`src/rtl/bp_pkg.sv`:
```
// bp_pkg: shared types and helpers for the branch predictor family.
package bp_pkg;

    typedef enum logic {
        BP_INIT,
        BP_RUN
    } bp_state_e;

    // Weakly-not-taken counter value for a CTR_BITS-wide counter.
    function automatic int unsigned weak_nt(input int unsigned ctr_bits);
        return (32'd1 << (ctr_bits - 32'd1)) - 32'd1;
    endfunction

    // Callers pass zero-extended index/history and truncate to their index width.
    function automatic logic [31:0] gshare_hash(input logic [31:0] index,
                                                input logic [31:0] hist);
        return index ^ hist;
    endfunction

endpackage

```
`src/rtl/sat_ctr_update.sv`:
```
// sat_ctr_update: combinational saturating up/down counter step.
module sat_ctr_update #(
    parameter int unsigned CTR_BITS = 2
) (
    input  logic [CTR_BITS-1:0] ctr_i,
    input  logic                taken_i,
    output logic [CTR_BITS-1:0] ctr_o
);

    localparam logic [CTR_BITS-1:0] CTR_MAX = '1;
    localparam logic [CTR_BITS-1:0] CTR_MIN = '0;

    always_comb begin
        ctr_o = ctr_i;
        if (taken_i) begin
            if (ctr_i != CTR_MAX) ctr_o = ctr_i + CTR_BITS'(1);
        end else begin
            if (ctr_i != CTR_MIN) ctr_o = ctr_i - CTR_BITS'(1);
        end
    end

endmodule

```
`src/rtl/gshare_predictor.sv`:
```
// gshare_predictor: PHT indexed by PC index XOR GHR, with a post-reset clear sweep.
// Define GSHARE_STATS_EN to add saturating stat_preds / stat_mispreds counters.
module gshare_predictor
    import bp_pkg::*;
#(
    parameter int unsigned INDEX_BITS = 8,
    parameter int unsigned HIST_BITS  = 8,
    parameter int unsigned CTR_BITS   = 2
) (
    input  logic                  clk,
    input  logic                  reset,
    output logic                  ready,
    input  logic                  pred_req,
    input  logic [INDEX_BITS-1:0] pc_index,
    output logic                  predict_taken,
    output logic [HIST_BITS-1:0]  predict_hist,
    input  logic                  update_en,
    input  logic [INDEX_BITS-1:0] update_index,
    input  logic [HIST_BITS-1:0]  update_hist,
    input  logic                  update_taken,
    input  logic                  update_mispredict
`ifdef GSHARE_STATS_EN
    ,
    output logic [31:0]           stat_preds,
    output logic [31:0]           stat_mispreds
`endif
);

    localparam int unsigned           N        = 2 ** INDEX_BITS;
    localparam logic [CTR_BITS-1:0]   WEAK_NT  = CTR_BITS'(weak_nt(CTR_BITS));
    localparam logic [INDEX_BITS-1:0] PTR_LAST = '1;

    bp_state_e               state_q, state_d;
    logic [INDEX_BITS-1:0]   ptr_q, ptr_d;
    logic [HIST_BITS-1:0]    ghr_q, ghr_d;
    logic [CTR_BITS-1:0]     pht_q [N];

    logic                    run;
    logic [INDEX_BITS-1:0]   rd_idx;
    logic [INDEX_BITS-1:0]   upd_idx;
    logic [CTR_BITS-1:0]     rd_ctr;
    logic [CTR_BITS-1:0]     upd_ctr_old;
    logic [CTR_BITS-1:0]     upd_ctr_new;

    assign run         = (state_q == BP_RUN);
    assign rd_idx      = INDEX_BITS'(gshare_hash(32'(pc_index), 32'(ghr_q)));
    assign upd_idx     = INDEX_BITS'(gshare_hash(32'(update_index), 32'(update_hist)));
    assign rd_ctr      = pht_q[rd_idx];
    assign upd_ctr_old = pht_q[upd_idx];

    assign ready         = run;
    assign predict_taken = run && rd_ctr[CTR_BITS-1];
    assign predict_hist  = ghr_q;

    sat_ctr_update #(
        .CTR_BITS (CTR_BITS)
    ) u_sat_ctr (
        .ctr_i   (upd_ctr_old),
        .taken_i (update_taken),
        .ctr_o   (upd_ctr_new)
    );

    // Sweep FSM: one entry per cycle, then RUN until the next reset.
    always_comb begin
        state_d = state_q;
        ptr_d   = ptr_q;
        if (state_q == BP_INIT) begin
            ptr_d = ptr_q + INDEX_BITS'(1);
            if (ptr_q == PTR_LAST) state_d = BP_RUN;
        end
    end

    // Mispredict repair wins over the speculative shift of the same cycle.
    always_comb begin
        ghr_d = ghr_q;
        if (run) begin
            if (update_en && update_mispredict) begin
                ghr_d = HIST_BITS'({update_hist, update_taken});
            end else if (pred_req) begin
                ghr_d = HIST_BITS'({ghr_q, predict_taken});
            end
        end
    end

    always_ff @(posedge clk or posedge reset) begin
        if (reset) begin
            state_q <= BP_INIT;
            ptr_q   <= '0;
            ghr_q   <= '0;
        end else begin
            state_q <= state_d;
            ptr_q   <= ptr_d;
            ghr_q   <= ghr_d;
        end
    end

    // Table storage has no reset; the sweep is the only clear.
    always_ff @(posedge clk) begin
        if (state_q == BP_INIT) begin
            pht_q[ptr_q] <= WEAK_NT;
        end else if (update_en) begin
            pht_q[upd_idx] <= upd_ctr_new;
        end
    end

`ifdef GSHARE_STATS_EN
    logic [31:0] stat_preds_q, stat_preds_d;
    logic [31:0] stat_mispreds_q, stat_mispreds_d;

    always_comb begin
        stat_preds_d    = stat_preds_q;
        stat_mispreds_d = stat_mispreds_q;
        if (run && pred_req && (stat_preds_q != 32'hFFFF_FFFF)) begin
            stat_preds_d = stat_preds_q + 32'd1;
        end
        if (run && update_en && update_mispredict && (stat_mispreds_q != 32'hFFFF_FFFF)) begin
            stat_mispreds_d = stat_mispreds_q + 32'd1;
        end
    end

    always_ff @(posedge clk or posedge reset) begin
        if (reset) begin
            stat_preds_q    <= '0;
            stat_mispreds_q <= '0;
        end else begin
            stat_preds_q    <= stat_preds_d;
            stat_mispreds_q <= stat_mispreds_d;
        end
    end

    assign stat_preds    = stat_preds_q;
    assign stat_mispreds = stat_mispreds_q;
`else
    // Statistics counters are not built in this configuration.
`endif

endmodule

```
`config.mk`:
```
export PLATFORM = sky130hd
export DESIGN_NAME = gshare_predictor
export DESIGN_NICKNAME = d
export VERILOG_FILES = /design/src/rtl/bp_pkg.sv /design/src/rtl/sat_ctr_update.sv /design/src/rtl/gshare_predictor.sv
export SDC_FILE = /design/constraint.sdc
export NUM_CORES = 1
export LEC_CHECK = 0
export ABC_AREA = 1
export CAP_MARGIN = 40
export CORE_MARGIN = 3
export CORE_UTILIZATION = 35
export DETAILED_ROUTE_END_ITERATION = 7
export DONT_BUFFER_PORTS = 1
export PLACE_DENSITY = 0.45
export SLEW_MARGIN = 20
export SYNTH_ARGS = -nofsm -noshare
export SYNTH_HDL_FRONTEND = slang
export SYNTH_SLANG_ARGS = --single-unit
```
`constraint.sdc`:
```
create_clock -name clk -period 11.15 [get_ports clk]
set_input_delay 2.23 -clock clk [delete_from_list [all_inputs] [get_ports clk]]
set_output_delay 2.23 -clock clk [all_outputs]
set_load 0.005 [all_outputs]
```
==> Word level (Yosys, flattened, before mapping) <==
Memories as Yosys holds them, arrays and structs flattened.
Index checks and enable logic that the tools add are counted.
{ "word_totals": {"register_bits": 17, "mem_bits_rw": 512, "input_bits": 30, "out_inout_bits": 10, "wordCells": 31, "mem_count": 1} }
{ "op_classes": {"addsub": 3, "n_eq_ne": 2, "mux": 14, "bitwise": 2, "n_reduce_logical": 6} }
{ "mem_list": {"columns": ["name", "depth", "word_bits", "read_ports", "rd_clocked_by_memory_dff", "write_ports", "line_no", "source"], "rows": [
  ["pht_q", 256, 2, 2, 0, 1, "gshare_predictor.sv:36", "logic [CTR_BITS-1:0] pht_q [N];"]
]} }
{ "op_table": {"columns": ["op", "count"], "rows": [
  ["2-to-1 mux 8 bit", 3],
  ["XOR 8 bit", 2],
  ["adder 8 x 1 -> 8 bit, second input constant", 1],
  ["== test 8 bit, second input constant", 1],
  ["2-to-1 mux 2 bit", 4],
  ["2-to-1 mux 1 bit", 7],
  ["nonzero test 2 bit", 2],
  ["adder 2 x 1 -> 2 bit, second input constant", 1],
  ["logical AND 1 bit", 2],
  ["!= test 2 bit, second input constant", 1],
  ["AND reduction 2 bit", 1],
  ["OR reduction 2 bit", 1],
  ["subtractor 2 x 1 -> 2 bit, second input constant", 1]
]} }

==> Depth between registers and ports, before layout <==
An unclocked memory read counts as a cell.
{ "logic_depth": {"depth_word": 6, "ltp_mapped": 18, "ltp_nobuf": 16} }

==> By module <==
Synthesis repeated with hierarchy kept, for this count alone.
{ "hier_totals": {"hier_cells": 2440, "area_unflattened_um2": 25047.8} }
{ "modules_own_cells": {"columns": ["mod", "n_inst", "cells_each", "area_each_um2", "seq_area_each_um2"], "rows": [
  ["gshare_predictor", 1, 2434, 25022.7, 15800.2],
  ["sat_ctr_update", 1, 6, 25.0, 0.0]
]} }

==> Least setup slack after synthesis <==
Ideal clock, no wire load.
{ "synth_path": {"path_type": "input -> register", "startpoint": "input update_index[2]", "endpoint": "memory pht_q[0][1], data pin", "setup_time_ns": 1.408, "arrival_ns": 9.691, "required_ns": 9.742, "setup_slack_ns": 0.050, "stages": 13, "path_buffers": 2, "path_cell_list": "xnor2_1 > clkbuf_1 > clkbuf_1 > nand3_1 > nand3_1 > nand3_1 > nand3_1 > nand3_1 > nand3_1 > nand3_1 > nand2_1 > inv_1 > nor2_1"} }
{ "synth_via": {"elab_chain_cells": 6, "word_cells_on_any_way": 10, "classes_between": "add/sub (2); eq/ne (1); mux (4); bitwise (1); reduce/logical (1); memory (1)"} }
{ "synth_rtl": {"columns": ["element", "line_no", "source"], "rows": [
  ["start: declaration", "gshare_predictor.sv:18", "input logic [INDEX_BITS-1:0] update_index,"],
  ["XOR 8 bit *", "bp_pkg.sv:17", "return index ^ hist;"],
  ["memory read (256 x 2 bit) *", null, null],
  ["subtractor 2 x 1 -> 2 bit, or another cell as far along", "sat_ctr_update.sv:18", "if (ctr_i != CTR_MIN) ctr_o = ctr_i - CTR_BITS'(1);"],
  ["2-to-1 mux 2 bit (on tied branches)", "sat_ctr_update.sv:18, sat_ctr_update.sv:16", null],
  ["2-to-1 mux 2 bit *", "sat_ctr_update.sv:15", "if (taken_i) begin"],
  ["2-to-1 mux 2 bit (no line) *", null, null],
  ["end: declaration", "gshare_predictor.sv:36", null]
]} }
Every way passes the cells marked *; elsewhere a longest branch is shown, timed or not.

==> Worst setup path in the final report <==
{ "layout_path": {"startpoint": "input pc_index[2]", "endpoint": "output predict_taken"} }
{ "layout_via": {"elab_chain_cells": 3} }
{ "layout_rtl": {"columns": ["element", "line_no", "source"], "rows": [
  ["start: declaration", "gshare_predictor.sv:14", "input logic [INDEX_BITS-1:0] pc_index,"],
  ["XOR 8 bit", "bp_pkg.sv:17", null],
  ["memory read (256 x 2 bit)", null, null],
  ["logical AND 1 bit", "gshare_predictor.sv:52", "assign predict_taken = run && rd_ctr[CTR_BITS-1];"],
  ["end: declaration", "gshare_predictor.sv:15", "output logic predict_taken,"]
]} }
No other way between the ends.

==> impl_results.md <==
* Cells along the critical path: xnor2_2 -> buf_4 -> clkinv_1 -> buf_4 -> nand3_1 -> nand3_1 -> nand3_1 -> nand3_1 -> nand3_1 -> nand3_1 -> nand3_1 -> inv_1
* Status: finished, final reports clean
* Input/output buffers at 0
* Cell class contributing the biggest share of worst-path delay: buffers and inverters
* Hold Buf Count CTS at 0
* Synth warnings at 0
* Area Growth Syn to Fin at 12.84%
* Pwr dens at 158.8 nW/um^2
* Hold WC Path Type: flop to flop
* Synth cell types at 25
* Antenna violations before repair at 1
* Layout cells sized above 1 at 6.152%
* Final HPWL DP at 50010 um
* Syn Area/Cell at 9.324 sq um
* Worst-Margin Slew at 1.027 ns
* Antenna Cells at 0
* Cell Int Power at 3.376 mW
* Commonest non-fill, non-tap cell in the layout: nand2_1
* Post-CTS Resized at 0
* Setup Crit Path Kind: input pin to output pin
* First-pass GRT wire length at 131000 um
* Fmax at 133.0 MHz
* RSZ-0062 raised after global routing: no
* Clock Skews at 0.02785 ns
* Vias at 20150
* Syn_nets at 2738
* Number of remaining DRC errors at 0
* Minimum clock period at 7.517 ns
* Comb power frac at 10.2%
* Initial Util at 35.67%
* Final setup violation count at 0
* Worst-path clk slew at 0.06 ns
* Slowest cell on the critical path: buf_4
* Core Region at 70760 sq um
* TritonCTS Buffers at 58
* Synth Instances at 2707
* Drt first pass iters at 5
* Peak supply drop at 0.0001638 V
* Period utilisation layout at 67.42%
* Slew margin rel. at 31.55%
* Crit end category: output pin
* Worst Path Buf+Inv at 4
* GRT overflow at 0
* Nets at 2666
* Row cnt at 97
* Placed cells at 3515
* Most frequent cells in the layout: 810 x nand2_1, 753 x nand3_1, 512 x edfxtp_1
* CTS tree: done
* Max FO, Critical Path at 33
* DR vias/cell at 5.562
* Die Height at 274.5 um
* Slew Viols, Final at 0
* Sw Ratio at 25.33%
* Routability-driven placement congestion ratio at 0.8116
* Sequential cell area fraction in the yosys report at 62.60%
* Lkg Pwr at 10.54 nW
* Worst-skew pair later-pin latency at 0.63 ns
* Layout Cells excl Fill at 3622
* Post-Route WL at 89180 um
* Final TNS setup at 0 ns
* Clock power share at 42.4%
* Vias in the first global route at 19520
* Post-CTS setup buffer count at 0
* H-tree Lvls at 2
* Most used cell, CP: nand3_1
* CTS Sinks at 529
* Routed wire per std cell at 24.62 um
* Maxcap violations at 0
* Top Ports at 40
* Worst path arrival time at 5.29 ns
* Hold_sp: ptr_q[5]
* Flop pwr share at 47.5%
* CTS root buffer: clkbuf_16
* Die Area at 75370 sq um
* Crit-path max cell delay at 0.61 ns
* Synth Register Bits at 529
* Antenna-violating nets left at 0
* Origin of the critical flop-to-flop path: predict_hist[2]
* Type of origin of the critical path: input pin
* Post-Synthesis Cell Area at 25240 sq um
* Largest net degree at the start of global routing at 178
* Gr usage total at 23.47%
* Longest Clk Path Bufs at 3
* Worst Setup SP: pc_index[2]
* CP required at 8.92 ns
* Sw Pwr at 1.145 mW
* Chip width at 274.5 um
* Final Hold Fails at 0
* Drt initial violations at 2150
==> synthesized netlist by cell type <==
cell type  count  area [sq um]
a21oi_1        2         10.01
a31oi_1        7         43.79
buf_1         19         71.32
buf_2         51         255.2
clkbuf_1     115         431.7
clkinv_1       1         3.750
dfrtp_1       17         425.4
edfxtp_1     512         15370
ha_1           1         12.51
inv_1         56         210.2
inv_2          1         3.750
nand2_1      821          3082
nand2_2        1         6.260
nand3_1      759          3799
nor2_1       281          1055
nor4_1         1         6.260
o211ai_1      15         112.6
o21ai_0       20         100.1
o21ai_1        3         15.01
o31ai_1        1         7.510
or2_2          1         6.260
xnor2_1       16         140.1
xnor2_2        1         16.27
xor2_1         4         35.03
xor2_2         1         16.27
==> through the flow <==
| stage | area, sq um | power, mW | utilization (%) | hold slack [ns] | setup slack [ns] |
|---|---|---|---|---|---|
| global route | 28480 | 4.681 | 40.25 | 0.5306 | 3.480 |
| global placement | 26150 | 2.639 | 36.95 | 0.4910 | 3.610 |
| floorplan | 25240 | 2.474 | - | 0.4664 | 0.05037 |
| detailed placement | 26620 | 2.645 | 37.62 | 0.5007 | 3.648 |
| CTS | 28480 | 4.551 | 40.25 | 0.5135 | 3.641 |
| finish | 28480 | 4.522 | 40.25 | 0.5169 | 3.633 |
==> logic make-up after synthesis <==
logic type	share of synthesized area (%)
flip-flops	62.60
XOR/XNOR	0.8229
buffers and inverters	3.867
adder cells (fa/ha/maj)	0.04957
AND/OR/NAND/NOR	31.51
AO/OA/AOI/OAI	1.145
==> metal layers <==
layer	part of all wire (%)	vias up	global-route usage, %	wire, um
met5	0	-	0	0
met4	2.6	0	6.594	2343
met3	7.0	149	3.741	6248
met2	47	824	38.19	41770
met1	44	9964	32.58	38810
li1	-	9208	-	-
==> sequential cells by signal (all words and copies together) (netlist names) <==
register / count
pht_q: 512
predict_hist: 8
ptr_q: 8
ready: 1
==> power by group through the flow <==
stage	registers (mW)	logic, mW	clock network, mW
CTS	2.15	0.458	1.95
finish	2.15	0.459	1.92
global route	2.14	0.500	2.04
global placement	2.19	0.451	0
floorplan	2.19	0.286	0
detailed placement	2.19	0.457	0
==> final timing paths <==
path / to / slack, ns / depth (start not counted)
max in group asynchronous: ptr_q[7] / 9.08 / 1
min: ptr_q[5] / 0.52 / 1
max: predict_taken / 3.63 / 12
max reg2reg: predict_hist[0] / 7.41 / 14
min in group asynchronous: ptr_q[3] / 1.61 / 1
min reg2reg: ptr_q[5] / 0.52 / 1
==> final cells by class <==
cell class	count	area, sq um
clock buffer	78	1620
clock inverter	29	241.5
fill	6948	42280
inverter	58	217.7
multi-input combinational	1935	8640
sequential	529	15800
tap	940	1176
timing repair buffer	53	785.8
Power figures use the tool's default switching activity.
